## src/rtl/cdb_arbiter_pkg.sv

```systemverilog
// Shared core definitions for the common data bus: default widths, source indices, CDB record.
package cdb_arbiter_pkg;

    localparam int CDB_DATA_W = 32;
    localparam int CDB_TAG_W  = 6;

    localparam int SRC_INT  = 0;
    localparam int SRC_MULT = 1;
    localparam int SRC_DIV  = 2;
    localparam int SRC_LS   = 3;

    typedef struct packed {
        logic [CDB_DATA_W-1:0] data;
        logic [CDB_TAG_W-1:0]  tag;
        logic                  valid;
        logic                  branch;
        logic                  branch_taken;
    } cdb_rec_t;

endpackage

```

## src/rtl/cdb_arbiter_if.sv

```systemverilog
// Result interface between the execution queues (master) and the CDB arbiter (slave).
interface cdb_arbiter_if #(
    parameter int NUM_SRC = 4,
    parameter int DATA_W  = 32,
    parameter int TAG_W   = 6
);
    logic [NUM_SRC-1:0]        src_valid;
    logic [NUM_SRC*DATA_W-1:0] src_data;
    logic [NUM_SRC*TAG_W-1:0]  src_tag;
    logic [NUM_SRC-1:0]        src_branch;
    logic [NUM_SRC-1:0]        src_branch_taken;
    logic [NUM_SRC-1:0]        src_ready;
    logic                      flush;
    logic [DATA_W-1:0]         cdb_data;
    logic [TAG_W-1:0]          cdb_tag;
    logic                      cdb_valid;
    logic                      cdb_branch;
    logic                      cdb_branch_taken;

    modport master (
        output src_valid, src_data, src_tag, src_branch, src_branch_taken, flush,
        input  src_ready, cdb_data, cdb_tag, cdb_valid, cdb_branch, cdb_branch_taken
    );

    modport slave (
        input  src_valid, src_data, src_tag, src_branch, src_branch_taken, flush,
        output src_ready, cdb_data, cdb_tag, cdb_valid, cdb_branch, cdb_branch_taken
    );
endinterface

```

## src/rtl/cdb_arbiter_rr_arbiter.sv

```systemverilog
// Combinational round-robin grant: first requester at or after i_ptr, wrapping at N-1.
// Zero latency; o_gnt is one-hot, or zero when nothing requests.
module rr_arbiter #(
    parameter int N     = 4,
    parameter int PTR_W = 2
) (
    input  logic [N-1:0]     i_req,
    input  logic [PTR_W-1:0] i_ptr,
    output logic [N-1:0]     o_gnt
);
    logic           w_found;
    logic [PTR_W:0] w_idx;

    always_comb begin
        o_gnt   = '0;
        w_found = 1'b0;
        w_idx   = '0;
        for (int i = 0; i < N; i++) begin
            w_idx = {1'b0, i_ptr} + (PTR_W+1)'(i);
            if (w_idx >= (PTR_W+1)'(N)) begin
                w_idx = w_idx - (PTR_W+1)'(N);
            end
            if (!w_found && i_req[w_idx[PTR_W-1:0]]) begin
                o_gnt[w_idx[PTR_W-1:0]] = 1'b1;
                w_found                 = 1'b1;
            end
        end
    end
endmodule

```

## src/rtl/cdb_arbiter.sv

```systemverilog
// CDB arbiter: grants one completed result per cycle and broadcasts it registered (latency 1).
// No CDB backpressure; flush forces no grant. CDB_ARB_FIXED_PRIO_EN selects lowest-index priority.
module cdb_arbiter
    import cdb_arbiter_pkg::*;
#(
    parameter int NUM_SRC = 4,
    parameter int DATA_W  = CDB_DATA_W,
    parameter int TAG_W   = CDB_TAG_W
) (
    input  logic          clk,
    input  logic          rst,
    cdb_arbiter_if.slave  bus
);
    localparam int PTR_W = (NUM_SRC > 1) ? $clog2(NUM_SRC) : 1;

    logic [NUM_SRC-1:0] w_req;
    logic [NUM_SRC-1:0] w_gnt;
    cdb_rec_t           w_next;
    cdb_rec_t           r_cdb;

    // Reset and flush both suppress the grant so no source believes it was consumed.
    assign w_req         = (rst && !bus.flush) ? bus.src_valid : '0;
    assign bus.src_ready = w_gnt;

`ifdef CDB_ARB_FIXED_PRIO_EN
    assign w_gnt = w_req & (~w_req + NUM_SRC'(1));
`else
    logic [PTR_W-1:0] r_ptr;
    logic [PTR_W-1:0] w_g;

    rr_arbiter #(
        .N     (NUM_SRC),
        .PTR_W (PTR_W)
    ) u_rr_arbiter (
        .i_req (w_req),
        .i_ptr (r_ptr),
        .o_gnt (w_gnt)
    );

    always_comb begin
        w_g = '0;
        for (int i = 0; i < NUM_SRC; i++) begin
            if (w_gnt[i]) begin
                w_g = PTR_W'(i);
            end
        end
    end

    always_ff @(posedge clk or negedge rst) begin
        if (!rst) begin
            r_ptr <= '0;
        end else if (|w_gnt) begin
            r_ptr <= (w_g == PTR_W'(NUM_SRC-1)) ? '0 : w_g + PTR_W'(1);
        end
    end
`endif

    // One-hot grant makes an OR-mux sufficient; an empty cycle yields an all-zero record.
    always_comb begin
        w_next = '0;
        for (int i = 0; i < NUM_SRC; i++) begin
            if (w_gnt[i]) begin
                w_next.data         = bus.src_data[i*DATA_W +: DATA_W];
                w_next.tag          = bus.src_tag[i*TAG_W +: TAG_W];
                w_next.valid        = 1'b1;
                w_next.branch       = bus.src_branch[i];
                w_next.branch_taken = bus.src_branch[i] & bus.src_branch_taken[i];
            end
        end
    end

    always_ff @(posedge clk or negedge rst) begin
        if (!rst) begin
            r_cdb <= '0;
        end else begin
            r_cdb <= w_next;
        end
    end

    assign bus.cdb_data         = r_cdb.data;
    assign bus.cdb_tag          = r_cdb.tag;
    assign bus.cdb_valid        = r_cdb.valid;
    assign bus.cdb_branch       = r_cdb.branch;
    assign bus.cdb_branch_taken = r_cdb.branch_taken;
endmodule

```

## src/flat_wrapper.sv

```systemverilog
// flat-port wrapper written by rule: the top's interface ports become plain ports
module cdb_arbiter_flat import cdb_arbiter_pkg::*;
#(
    parameter int NUM_SRC = 4,
    parameter int DATA_W  = CDB_DATA_W,
    parameter int TAG_W   = CDB_TAG_W
)
  (clk, rst, bus_src_valid, bus_src_data, bus_src_tag, bus_src_branch, bus_src_branch_taken, bus_flush, bus_src_ready, bus_cdb_data, bus_cdb_tag, bus_cdb_valid, bus_cdb_branch, bus_cdb_branch_taken);
  cdb_arbiter_if #(.NUM_SRC(NUM_SRC), .DATA_W(DATA_W), .TAG_W(TAG_W)) bus_i ();
  input  logic clk;
  input  logic rst;
  input wire logic [$bits(bus_i.src_valid)-1:0] bus_src_valid;
  input wire logic [$bits(bus_i.src_data)-1:0] bus_src_data;
  input wire logic [$bits(bus_i.src_tag)-1:0] bus_src_tag;
  input wire logic [$bits(bus_i.src_branch)-1:0] bus_src_branch;
  input wire logic [$bits(bus_i.src_branch_taken)-1:0] bus_src_branch_taken;
  input wire logic [$bits(bus_i.flush)-1:0] bus_flush;
  output wire logic [$bits(bus_i.src_ready)-1:0] bus_src_ready;
  output wire logic [$bits(bus_i.cdb_data)-1:0] bus_cdb_data;
  output wire logic [$bits(bus_i.cdb_tag)-1:0] bus_cdb_tag;
  output wire logic [$bits(bus_i.cdb_valid)-1:0] bus_cdb_valid;
  output wire logic [$bits(bus_i.cdb_branch)-1:0] bus_cdb_branch;
  output wire logic [$bits(bus_i.cdb_branch_taken)-1:0] bus_cdb_branch_taken;
  assign bus_i.src_valid = bus_src_valid;
  assign bus_i.src_data = bus_src_data;
  assign bus_i.src_tag = bus_src_tag;
  assign bus_i.src_branch = bus_src_branch;
  assign bus_i.src_branch_taken = bus_src_branch_taken;
  assign bus_i.flush = bus_flush;
  assign bus_src_ready = bus_i.src_ready;
  assign bus_cdb_data = bus_i.cdb_data;
  assign bus_cdb_tag = bus_i.cdb_tag;
  assign bus_cdb_valid = bus_i.cdb_valid;
  assign bus_cdb_branch = bus_i.cdb_branch;
  assign bus_cdb_branch_taken = bus_i.cdb_branch_taken;
  cdb_arbiter #(.NUM_SRC(NUM_SRC), .DATA_W(DATA_W), .TAG_W(TAG_W)) u_core (.clk(clk), .rst(rst), .bus(bus_i));
endmodule
```

## config.mk

```make
export PLATFORM = sky130hd
export DESIGN_NAME = cdb_arbiter_flat
export DESIGN_NICKNAME = d
export VERILOG_FILES = /design/src/rtl/cdb_arbiter_pkg.sv /design/src/rtl/cdb_arbiter_if.sv /design/src/rtl/cdb_arbiter_rr_arbiter.sv /design/src/rtl/cdb_arbiter.sv /design/src/flat_wrapper.sv
export SDC_FILE = /design/constraint.sdc
export NUM_CORES = 1
export LEC_CHECK = 0
export ABC_AREA = 1
export CAP_MARGIN = 20
export CORE_ASPECT_RATIO = 1.75
export CORE_MARGIN = 4
export CORE_UTILIZATION = 36
export CTS_CLUSTER_SIZE = 14
export DETAILED_ROUTE_END_ITERATION = 7
export GPL_ROUTABILITY_DRIVEN = 0
export PLACE_DENSITY = 0.83
export SKIP_CTS_REPAIR_TIMING = 1
export SYNTH_ARGS = -nofsm -noshare
export SYNTH_HDL_FRONTEND = slang
export SYNTH_HIERARCHICAL = 1
export SYNTH_SLANG_ARGS = --single-unit
```

## constraint.sdc

```tcl
create_clock -name clk -period 3.3 [get_ports clk]
set_input_delay 0.99 -clock clk [delete_from_list [all_inputs] [get_ports clk]]
set_output_delay 0.99 -clock clk [all_outputs]
set_load 0.02 [all_outputs]
```

# After elaboration in Yosys (flattened, before gate mapping)
# Cells that the tools add are included.
# W data, S select, Z words.
totals:
  reg_bits: 43
  wordCells: 83
  in_bits: 167
  out_inout_bits: 45
classes:
  add_sub_neg: 8
  n_eq_ne: 1
  mux: 36
  bitwise_logic: 7
  reduce_logical: 13
  order_cmp: 12
ops:
  columns: ["op", "n"]
  rows:
  - ["$mux W41", 4]
  - ["$mux W4", 5]
  - ["$mux W2", 7]
  - ["$lt A2 B3 Y1 const B", 4]
  - ["$mux W1", 12]
  - ["$or A4 B4 Y4", 3]
  - ["$ge A3 B3 Y1 const B", 3]
  - ["$bmux W1 S2", 4]
  - ["$demux W1 S2", 4]
  - ["$ge A2 B1 Y1 const B", 4]
  - ["$logic_and A1 B1 Y1", 8]
  - ["$sub A2 B1 Y2 const B", 4]
  - ["$add A2 B2 Y3 const B", 2]
  - ["$and A1 B1 Y1", 4]
  - ["$logic_not A1 Y1", 4]
  - ["$reduce_or A4 Y1", 1]
  - ["$add A2 B1 Y3 const B", 1]
  - ["$ge A2 B3 Y1 const B", 1]
  - ["$add A2 B1 Y2 const B", 1]
  - ["$eq A2 B2 Y1 const B", 1]

# Depth between registers and ports, before layout
# Gate-level depths: netlist (run 1).
logic_depth:
  depth_word: 20
  ltp_mapped: 18
  depth_no_buf: 17

# Hierarchy
# The synthesis (run 1) kept the hierarchy.
by_module_without_submodules:
  columns: ["mod", "cells_each", "n_inst", "area_each_um2"]
  rows:
  - ["cdb_arbiter", 369, 1, 2605.0]
  - ["rr_arbiter", 73, 1, 396.6]

# Least setup slack after synthesis (run 1)
# No wires, ideal clock.
synth_path:
  kind: "input -> output"
  from: "in bus_flush"
  to: "out bus_src_ready[1]"
  arrival_time_ns: 2.010
  path_stages: 10
  slack_ns: 0.300
  required_ns: 2.310
  cell_sequence: "inv_1 -> nand2_1 -> nor2_1 -> nand2_1 -> nand3_2 -> nand2_4 -> nand2_4 -> inv_2 -> nand3_1 -> nand3_1"
synth_between:
  elab_chain_len: 15
  word_cells_on_any_way: 27
synth_lines:
  columns: ["element", "line_no", "text"]
  rows:
  - ["from (decl)", "flat_wrapper.sv:17", "input wire logic [$bits(bus_i.flush)-1:0] bus_flush;"]
  - ["$logic_not A1 Y1 *", "cdb_arbiter.sv:22", "assign w_req = (rst && !bus.flush) ? bus.src_valid : '0;"]
  - ["$logic_and A1 B1 Y1 *", "cdb_arbiter.sv:22", null]
  - ["$mux W4 *", "cdb_arbiter.sv:22", null]
  - ["via u_core.w_req[3]", "cdb_arbiter.sv:16", "logic [NUM_SRC-1:0] w_req;"]
  - ["$bmux W1 S2", "cdb_arbiter_rr_arbiter.sv:23", "if (!w_found && i_req[w_idx[PTR_W-1:0]]) begin"]
  - ["$mux W1 (not written as such)", "cdb_arbiter_rr_arbiter.sv:23", null]
  - ["$mux W1", "cdb_arbiter_rr_arbiter.sv:23", null]
  - ["$logic_not A1 Y1", "cdb_arbiter_rr_arbiter.sv:23", null]
  - ["$logic_and A1 B1 Y1", "cdb_arbiter_rr_arbiter.sv:23", null]
  - ["$mux W1", "cdb_arbiter_rr_arbiter.sv:23", null]
  - ["$logic_not A1 Y1", "cdb_arbiter_rr_arbiter.sv:23", null]
  - ["$logic_and A1 B1 Y1", "cdb_arbiter_rr_arbiter.sv:23", null]
  - ["$mux W1", "cdb_arbiter_rr_arbiter.sv:23", null]
  - ["$logic_not A1 Y1", "cdb_arbiter_rr_arbiter.sv:23", null]
  - ["$logic_and A1 B1 Y1", "cdb_arbiter_rr_arbiter.sv:23", null]
  - ["$mux W4 *", "cdb_arbiter_rr_arbiter.sv:23", null]
  - ["to (decl)", "flat_wrapper.sv:18", "output wire logic [$bits(bus_i.src_ready)-1:0] bus_src_ready;"]
# The timed path passes the listed nets; every way through them passes the cells marked *. The select of a mux whose other input is x is not followed.

# Worst setup path in the final report (run 1)
layout_path:
  from: "in bus_flush"
  to: "out bus_src_ready[0]"
# Same word-level chain as after synthesis.

==> results of run 1 <==
metrics by stage:
stage                     cell area (sq um)  std cells
after global routing                   5565        748
final                                  5565        748
after CTS                              5454        747
after global placement                 5265        739
after detailed placement               5265        739
after floorplan                        3002        442
routing by layer:
| metal | track usage, % | part of all wire (%) | routed length, um |
|---|---|---|---|
| met1 | 26.08 | 35 | 4472 |
| met2 | 47.07 | 55 | 7149 |
| met3 | 4.622 | 6.0 | 774 |
| met4 | 11.95 | 3.8 | 487 |
| met5 | 0 | 0 | 0 |
area by class of cell:
class                           count  area (sq um)
Fill cell                         627          2451
Timing Repair Buffer              234          2311
Multi-Input combinational cell    350          1790
Sequential cell                    43          1076
Clock buffer                        6         128.9
Tap cell                           90         112.6
Inverter                           23         86.33
Clock inverter                      2         60.06
flip-flops by register name, indices dropped and copies added, names as in the netlist:
signal,count
u_core/bus.cdb_valid,1
u_core/bus.cdb_branch,1
u_core/bus.cdb_data,32
u_core/bus.cdb_branch_taken,1
u_core/r_ptr,2
u_core/bus.cdb_tag,6
critical path: cells and delay by family:
kind / cells / cell delay [ps]
buf+inv: 4 / 330
simple gates: 9 / 950
synthesized netlist by cell type, drive strengths merged:
cell	count	area share [%]
a21boi	10	2.5
buf	21	4.6
inv	23	2.9
nand3	84	14
o21ai	2	0.33
nand3b	28	7.0
nand4	1	0.21
nor2	21	3.5
a21oi	2	0.33
nand2	195	25
clkbuf	5	0.63
dfrtp	43	36
a31oi	1	0.21
ha	6	2.5
power breakdown:
part	internal [mW]	switching, mW	leakage, nW	total (mW)
Sequential	0.795	0.0594	0.553	0.855
Combinational	1.77	2.59	2.00	4.36
Clock	0.434	0.204	0.0911	0.638
worst max path at each step:
stage	slack [ps]	startpoint	to
2_1_floorplan	300	bus_flush	bus_src_ready[1]
3_3_place_gp	-670	bus_flush	bus_src_ready[1]
3_5_place_dp	-750	bus_flush	bus_src_ready[1]
4_1_cts	-770	bus_flush	bus_src_ready[1]
5_1_grt	-20	bus_flush	bus_src_ready[0]
6_report	50	bus_flush	bus_src_ready[0]
logic make-up after synthesis:
family          count (synthesis)  synth area share, %
buf+inv                        49                8.087
compound gates                 15                3.377
flops                          43                35.85
simple gates                  329                50.19
fa+ha+maj                       6                2.501
==> run metrics, run 1 <==
row count=43; initial antenna violation count=0; crit path max-delay cell type=nor2_4; Pre-Repair DR Iteration Count=4; worst setup margin=47.92 ps; LEAKAGE=2.642 nW; largest net degree at the start of global routing=44; cell repeated most along the worst path=nand2_2; status=finished clean; Final Setup Violations=0; die height=~130 um; Synthesized Nets=~600; Worst Max-Slew Pin Slew=572.3 ps; vias per cell=5.091; H-tree levels=2; worst reg-to-reg setup slack=430 ps; synthesis warning total=6; fin util=between 60% and 70%; most common cell after layout, fill and taps aside=clkdlybuf4s50_1; final period utilization=between 90 and 100%; Nets=slightly above 800; fmax=307.5 MHz; worst vdd ir=roughly 2200 uV; post-synth cell types=23; Area Overhead vs Synth=85.41%; I/O Pins=212; CP endpoint kind=output pin; post-DP HPWL=9722 um; pre-CTS WS=-754.7 ps; hold path depth=3; DRC marker count from the first detailed-route iteration=roughly 240; Setup CP Type=in2out; Syn Inst Count=442; Power, Total=just under 6 mW; worst reg2reg path depth=15; Max Transition Viols Final=0; Yosys reg bits=43; max cap viols=0; clock buffer depth=2; total track usage=between 20% and 30%; FF-to-FF Start=u_core/r_ptr[1]; final hold slack=~740 ps; core area=approximately 8000 sq um; R2R Path End=u_core/bus.cdb_tag[1]; first-pass GRT wire length=a little under 20000 um; die area=just under 10000 sq um; total vias in the final route=about 3800; Worst-Skew Late Latency=roughly 280 ps; CP max FO=4; Max stage delay on crit path=between 150 and 200 ps; Synth Cell Area=3002 sq um; I/O Buffers=211; CP cell instances=clkbuf_2, inv_2, nand2_4, nor2_4, inv_2, nand2_2, nand3_1, nand2_1, nand2_2, nor2_4, nand2_2, nand3_2, buf_6; CTS tree=yes; final hold vios=0; hold path start=u_core/r_ptr[1]; most frequent cells in the layout=clkdlybuf4s50_1 (201), nand2_1 (178), nand3_1 (75); post-DR wirelength/cell=around 17 um; share of cells above drive strength 1=12.16%; Worst slew margin=61.84%; drt drc=0; die width=77.03 um; Hold Path Class=reg2reg; crit path launch type=input pin; ant diodes=0; clock-pin transition on the worst setup and hold timing paths=~60 ps; syn_area_per_cell=between 6 and 7 sq um; register area share after synthesis=a little over a third; minimum clock period after layout=3252 ps; WL final=about 13000 um; Fin Setup TNS=0 ps; Crit path required time=around 2300 ps; number of global-route vias before repair=3936; total CTS buffers=5; Worst Hold Path EP=u_core/r_ptr[1]; Sink Count=between 40 and 50; total grt overflow=0; Initial Util=37.44%; post-route ant nets=0; CTS Root Cell=clkbuf_16; Pwr Density=1051 nW/um^2; Critical Path AT=2260 ps; Max Clock Skew=roughly 4.6 ps
(Power assumes the default switching activity.)
==> run 2: changes to the inputs <==
clock period = 3.7 ns   (was 3.3 ns; I/O delays follow)
==> run 2 against run 1 <==
Net effect: the flow now finishes with violations (setup timing); utilization decreased by 1.4 points; design area down 2.0%; global-route usage is 0.40 points lower; clock power fell by 33%; combinational power is 15% lower; power is 16% lower; die area stayed put; clock skew fell by 0.52 ps; first-iteration DRC count down 14%; clock-buffer cell count is the same; hold slack improved by 1.5 ps; wire length shrank 2.8%; critical endpoint is now bus_src_ready[3]; largest power group unchanged.
==> run metrics, run 2 (synthesized netlist as in run 1, its figures left out) <==
pre-CTS WS=-564.9 ps (was -754.7 ps); most common cell after layout, fill and taps aside=clkdlybuf4s50_1 (unchanged); Nets=821 (was 830); CP startpoint=bus_src_valid[1] (was bus_flush); CP cell instances=clkdlybuf4s50_1, inv_2, nor2_4, inv_2, nand2_2, nand3_1, nand2_1, nand2_2, nor2_4, nand2_1, nand3_2, buf_4 (was clkbuf_2, inv_2, nand2_4, nor2_4, inv_2, nand2_2, nand3_1, nand2_1, nand2_2, nor2_4, nand2_2, nand3_2, buf_6); DRC marker count from the first detailed-route iteration=209 (was 244); Power, Total=4.923 mW (was 5.851 mW); Worst slew margin=61.50% (was 61.84%); Max stage delay on crit path=470 ps (was 180 ps); FF-to-FF Start=u_core/r_ptr[1] (unchanged); CP endpoint kind=output pin (unchanged); Fin Setup TNS=-0.9974 ps (was 0 ps); H-tree levels=2 (unchanged); share of cells above drive strength 1=9.707% (was 12.16%); Clk pwr share=8.7% (was 10.9%); Sink Count=43 (unchanged); Max Transition Viols Final=0 (unchanged); crit path max-delay cell type=clkdlybuf4s50_1 (was nor2_4); Pwr Density=902.6 nW/um^2 (was 1051 nW/um^2); CP max FO=4 (unchanged); row count=43 (unchanged); post-route ant nets=0 (unchanged); Logic pwr share=75.5% (was 74.5%); LEAKAGE=2.555 nW (was 2.642 nW); Pre-Repair DR Iteration Count=4 (unchanged); Flop pwr share=15.8% (was 14.6%); most frequent cells in the layout=clkdlybuf4s50_1 (205), nand2_1 (182), nand3_1 (77) (was clkdlybuf4s50_1 (201), nand2_1 (178), nand3_1 (75)); final hold vios=0 (unchanged); Area Overhead vs Synth=81.70% (was 85.41%); total grt overflow=0 (unchanged); Worst-Skew Late Latency=280 ps (about the same); fmax=between 200 and 300 MHz; crit path launch type=input pin (unchanged); die height=128.8 um (unchanged); initial antenna violation count=0 (unchanged); Hold Path Class=reg2reg (unchanged); die area=9920 sq um (unchanged); I/O Buffers=211 (unchanged); Initial Util=37.44% (unchanged); total CTS buffers=5 (unchanged); final hold slack=741.0 ps (was 739.5 ps); CTS Root Cell=clkbuf_16 (unchanged); CTS tree=yes (unchanged); RSZ-0062 raised after global routing=yes; Net Sw Frac=50.67% (was 48.74%); total track usage=24.43% (was 24.83%); drt drc=0 (unchanged); Final Setup Violations=1 (was 0); I/O Pins=212 (unchanged); Critical Path AT=2590 ps (was 2260 ps); status=finished with violations (was finished clean); core area=8016 sq um (unchanged); Switch Pwr=2.495 mW (was 2.852 mW); clock buffer depth=2 (unchanged); Bufs and invs on worst path=4 (unchanged); post-DR wirelength/cell=16.95 um (was 17.22 um); worst setup margin=-0.9974 ps (was 47.92 ps); Setup CP Type=in2out (unchanged); worst vdd ir=994.2 uV (was 2219 uV); first-pass GRT wire length=19080 um (was 19520 um); largest net degree at the start of global routing=44 (unchanged); total vias in the final route=3733 (was 3808); max reg flops=32 (unchanged); Worst Max-Slew Pin Slew=577.6 ps (was 572.3 ps); minimum clock period after layout=~3700 ps; Top Family by Delay on Critical Path=simple AND/OR/NAND/NOR gates (unchanged); Filler cells=663 (was 627); ant diodes=0 (unchanged); vias per cell=5.051 (was 5.091); post-DP HPWL=9444 um (was 9722 um); number of global-route vias before repair=3810 (was 3936); hold path start=u_core/r_ptr[1] (unchanged); final period utilization=100.0%; Max Clock Skew=4.109 ps (was 4.632 ps); clock-pin transition on the worst setup and hold timing paths=60 ps (about the same); failing checks=setup timing; Crit path required time=2590 ps (was 2310 ps); max cap viols=0 (unchanged); die width=77.03 um (unchanged); WL final=12530 um (was 12880 um); Internal=2.428 mW (was 2.999 mW); fin util=68.04% (was 69.42%)
## run 2: worst min-delay path, stage by stage, from the launching register on
cell and delay (ps):
dfrtp_1 490, nand2_1 130, a31oi_1 70
## run 2: power groups by stage
stage	clock (mW)	combinational, mW	sequential [mW]
2_1_floorplan	0	2.15	1.01
3_3_place_gp	0	3.53	0.777
3_5_place_dp	0	3.61	0.781
4_1_cts	0.441	3.64	0.775
5_1_grt	0.461	4.08	0.797
6_report	0.429	3.72	0.776
## run 2: area by class of cell
type	count	area, sq um	area share [%]
Clock buffer	6	128.9	2.363
Clock inverter	2	12.51	0.2294
Inverter	23	86.33	1.583
Multi-Input combinational cell	350	1780	32.65
Sequential cell	43	1076	19.73
Tap cell	90	112.6	2.065
Timing Repair Buffer	225	2257	41.39
## run 2: path summary, 6_finish.rpt
| path | endpoint | slack (ps) | depth (start not counted) |
|---|---|---|---|
| min in group asynchronous | u_core/bus.cdb_tag[3] | 990 | 2 |
| worst min register to register | u_core/r_ptr[1] | 740 | 2 |
| worst min-delay path | u_core/r_ptr[1] | 740 | 2 |
| worst max-delay path | bus_src_ready[3] | -1 | 12 |
| worst max register to register | u_core/bus.cdb_data[7] | 590 | 15 |
| max in group asynchronous | u_core/bus.cdb_data[8] | 2320 | 2 |
## run 2: per-layer routing
| metal | GRT usage, % | part of all wire (%) | vias to the layer above | routed length, um |
|---|---|---|---|---|
| met5 | 0 | 0 | - | 0 |
| met4 | 9.958 | 3.2 | 0 | 399 |
| met3 | 4.132 | 5.4 | 24 | 682 |
| met2 | 46.51 | 56 | 156 | 6982 |
| met1 | 26.51 | 36 | 1728 | 4461 |
| li1 | - | - | 1825 | - |
## run 2: metrics by stage
step	cell area, sq um	instances
floorplan	3002	442
global placement	5202	729
detailed placement	5202	729
CTS	5344	737
global route	5454	739
finish	5454	739
==> run 3: changes to the inputs <==
PLACE_DENSITY = 0.84   (was 0.83)
==> run 3 against run 2 <==
Net effect: the run now ends clean; clock power grew 1%; global-route usage shrank 0.67 points; wire length grew 0.40%; via count grew 2.1%; worst setup slack gained 28 ps; design area grew 0.34%; clock skew shrank 2.0 ps; critical path type unchanged.
==> run metrics, run 3 (synthesized netlist as in run 1, its figures left out) <==
DRC marker count from the first detailed-route iteration=154 (was 209); Max Clock Skew=2.142 ps (was 4.109 ps); status=finished clean (was finished with violations); number of global-route vias before repair=3692 (was 3810); total grt overflow=0 (unchanged); die width=77.03 um (unchanged); Design Area, Final=5473 sq um (was 5454 sq um); max reg flops=32 (unchanged); drt drc=0 (unchanged); placed cell area=5205 sq um (was 5202 sq um); critical path capture point=bus_src_ready[0] (was bus_src_ready[3]); crit path launch type=input pin (unchanged); Filler cells=679 (was 663); worst reg2reg path depth=15 (unchanged); I/O Pins=212 (unchanged); post-DP HPWL=9543 um (was 9444 um); Initial Util=37.44% (unchanged); total vias in the final route=3810 (was 3733); row count=43 (unchanged); core area=8016 sq um (unchanged); worst reg-to-reg setup slack=830 ps (was 590 ps); Pre-Repair DR Iteration Count=5 (was 4); clock buffer depth=2 (unchanged); total CTS buffers=5 (unchanged); CTS tree=yes (unchanged); die height=128.8 um (unchanged); Crit path required time=2590 ps (about the same); first-pass GRT wire length=18670 um (was 19080 um); CP endpoint kind=output pin (unchanged); share of cells above drive strength 1=10.96% (was 9.707%); CP max FO=4 (unchanged); R2R Path End=u_core/bus.cdb_data[13] (was u_core/bus.cdb_data[7]); Worst-Skew Late Latency=280 ps (about the same); RSZ-0062 raised after global routing=yes (unchanged); Max Transition Viols Final=0 (unchanged); Hold Path Class=reg2reg (unchanged); clock-pin transition on the worst setup and hold timing paths=60 ps (about the same); largest net degree at the start of global routing=44 (unchanged); post-route ant nets=0 (unchanged); final period utilization=99.26% (was 100.0%); vias per cell=5.156 (was 5.051); I/O Buffers=211 (unchanged); Worst Max-Slew Pin Slew=569.6 ps (was 577.6 ps); most frequent cells in the layout=clkdlybuf4s50_1 (205), nand2_1 (176), nand3_1 (75) (was clkdlybuf4s50_1 (205), nand2_1 (182), nand3_1 (77)); die area=9920 sq um (unchanged); Setup CP Type=in2out (unchanged); area of the multi-input gates=1810 sq um (was 1780 sq um); initial antenna violation count=1 (was 0); fmax=272.3 MHz (was 270.2 MHz); LEAKAGE=2.565 nW (was 2.555 nW); post-DR wirelength/cell=17.02 um (was 16.95 um); Worst slew margin=62.03% (was 61.50%); max cap viols=0 (unchanged); CTS Root Cell=clkbuf_16 (unchanged); Seq. cell area=1076 sq um (unchanged); WL final=12580 um (was 12530 um); worst vdd ir=1124 uV (was 994.2 uV); Area Overhead vs Synth=82.33% (was 81.70%); total track usage=23.77% (was 24.43%); H-tree levels=2 (unchanged); FF-to-FF Start=u_core/r_ptr[1] (unchanged); CP startpoint=bus_src_valid[0] (was bus_src_valid[1]); final hold slack=735.3 ps (was 741.0 ps); minimum clock period after layout=3673 ps (was 3701 ps); final hold vios=0 (unchanged); Nets=821 (unchanged); hold path start=u_core/r_ptr[1] (unchanged); Final Setup Violations=0 (was 1); Sink Count=43 (unchanged); Critical Path AT=2560 ps (was 2590 ps); Pwr Density=900.1 nW/um^2 (was 902.6 nW/um^2); most common cell after layout, fill and taps aside=clkdlybuf4s50_1 (unchanged)
-- run 3: cell types whose count changed in the layout (fill, tap and decap cells not counted), sizes merged --
| cell | change |
|---|---|
| diode | +1 |
| clkinvlp | -1 |
-- run 3: how the worst min path moves through the flow --
| stage | endpoint | cells past startpoint | slack, ps |
|---|---|---|---|
| 2_1_floorplan | u_core/r_ptr[1] | 2 | 620 |
| 3_3_place_gp | u_core/r_ptr[0] | 3 | 720 |
| 3_5_place_dp | u_core/r_ptr[0] | 3 | 730 |
| 4_1_cts | u_core/r_ptr[1] | 3 | 740 |
| 5_1_grt | u_core/r_ptr[1] | 3 | 770 |
| 6_report | u_core/r_ptr[1] | 3 | 740 |
-- run 3: routing by layer --
layer	track usage [%]	vias to the layer above	part of all wire, %
met2	45.89	171	55
li1	-	1827	-
met5	0	-	0
met1	25.71	1780	35
met4	9.434	0	3.8
met3	3.431	32	5.8
-- run 3: cell type report --
cell class                      instances  area share [%]
Multi-Input combinational cell        350           33.08
Sequential cell                        43           19.66
Clock buffer                            6           2.538
Antenna cell                            1         0.04572
Clock inverter                          1         0.09145
Inverter                               23           1.578
Timing Repair Buffer                  225           40.95
Tap cell                               90           2.058
-- run 3: where the power goes --
part | internal (mW) | switching (mW) | total [mW]
sequential | 0.709 | 0.0511 | 0.761
combinational | 1.46 | 2.27 | 3.73
clock | 0.263 | 0.171 | 0.435
total | 2.43 | 2.50 | 4.93
-- run 3: critical path: stages --
cell,delay [ps]
clkdlybuf4s50_1,460
inv_1,60
nor2_4,120
inv_2,60
nand2_2,90
nand3_2,90
nand2_2,70
nand2_2,70
nor2_4,160
nand2_2,80
nand3_2,80
buf_6,120
-- run 3: stage by stage --
stage                     utilization (%)  TNS (ps)  std cells  power, mW  setup WS (ps)
after global routing                68.27    -173.7        739      5.320         -58.30
final                               68.27         0        739      4.926          27.37
after floorplan                         -         0        442      3.156          460.4
after detailed placement            64.93     -3505        731      4.365         -525.8
after global placement              64.93     -2540        731      4.292         -469.8
after CTS                           66.72     -2110        738      4.832         -538.5
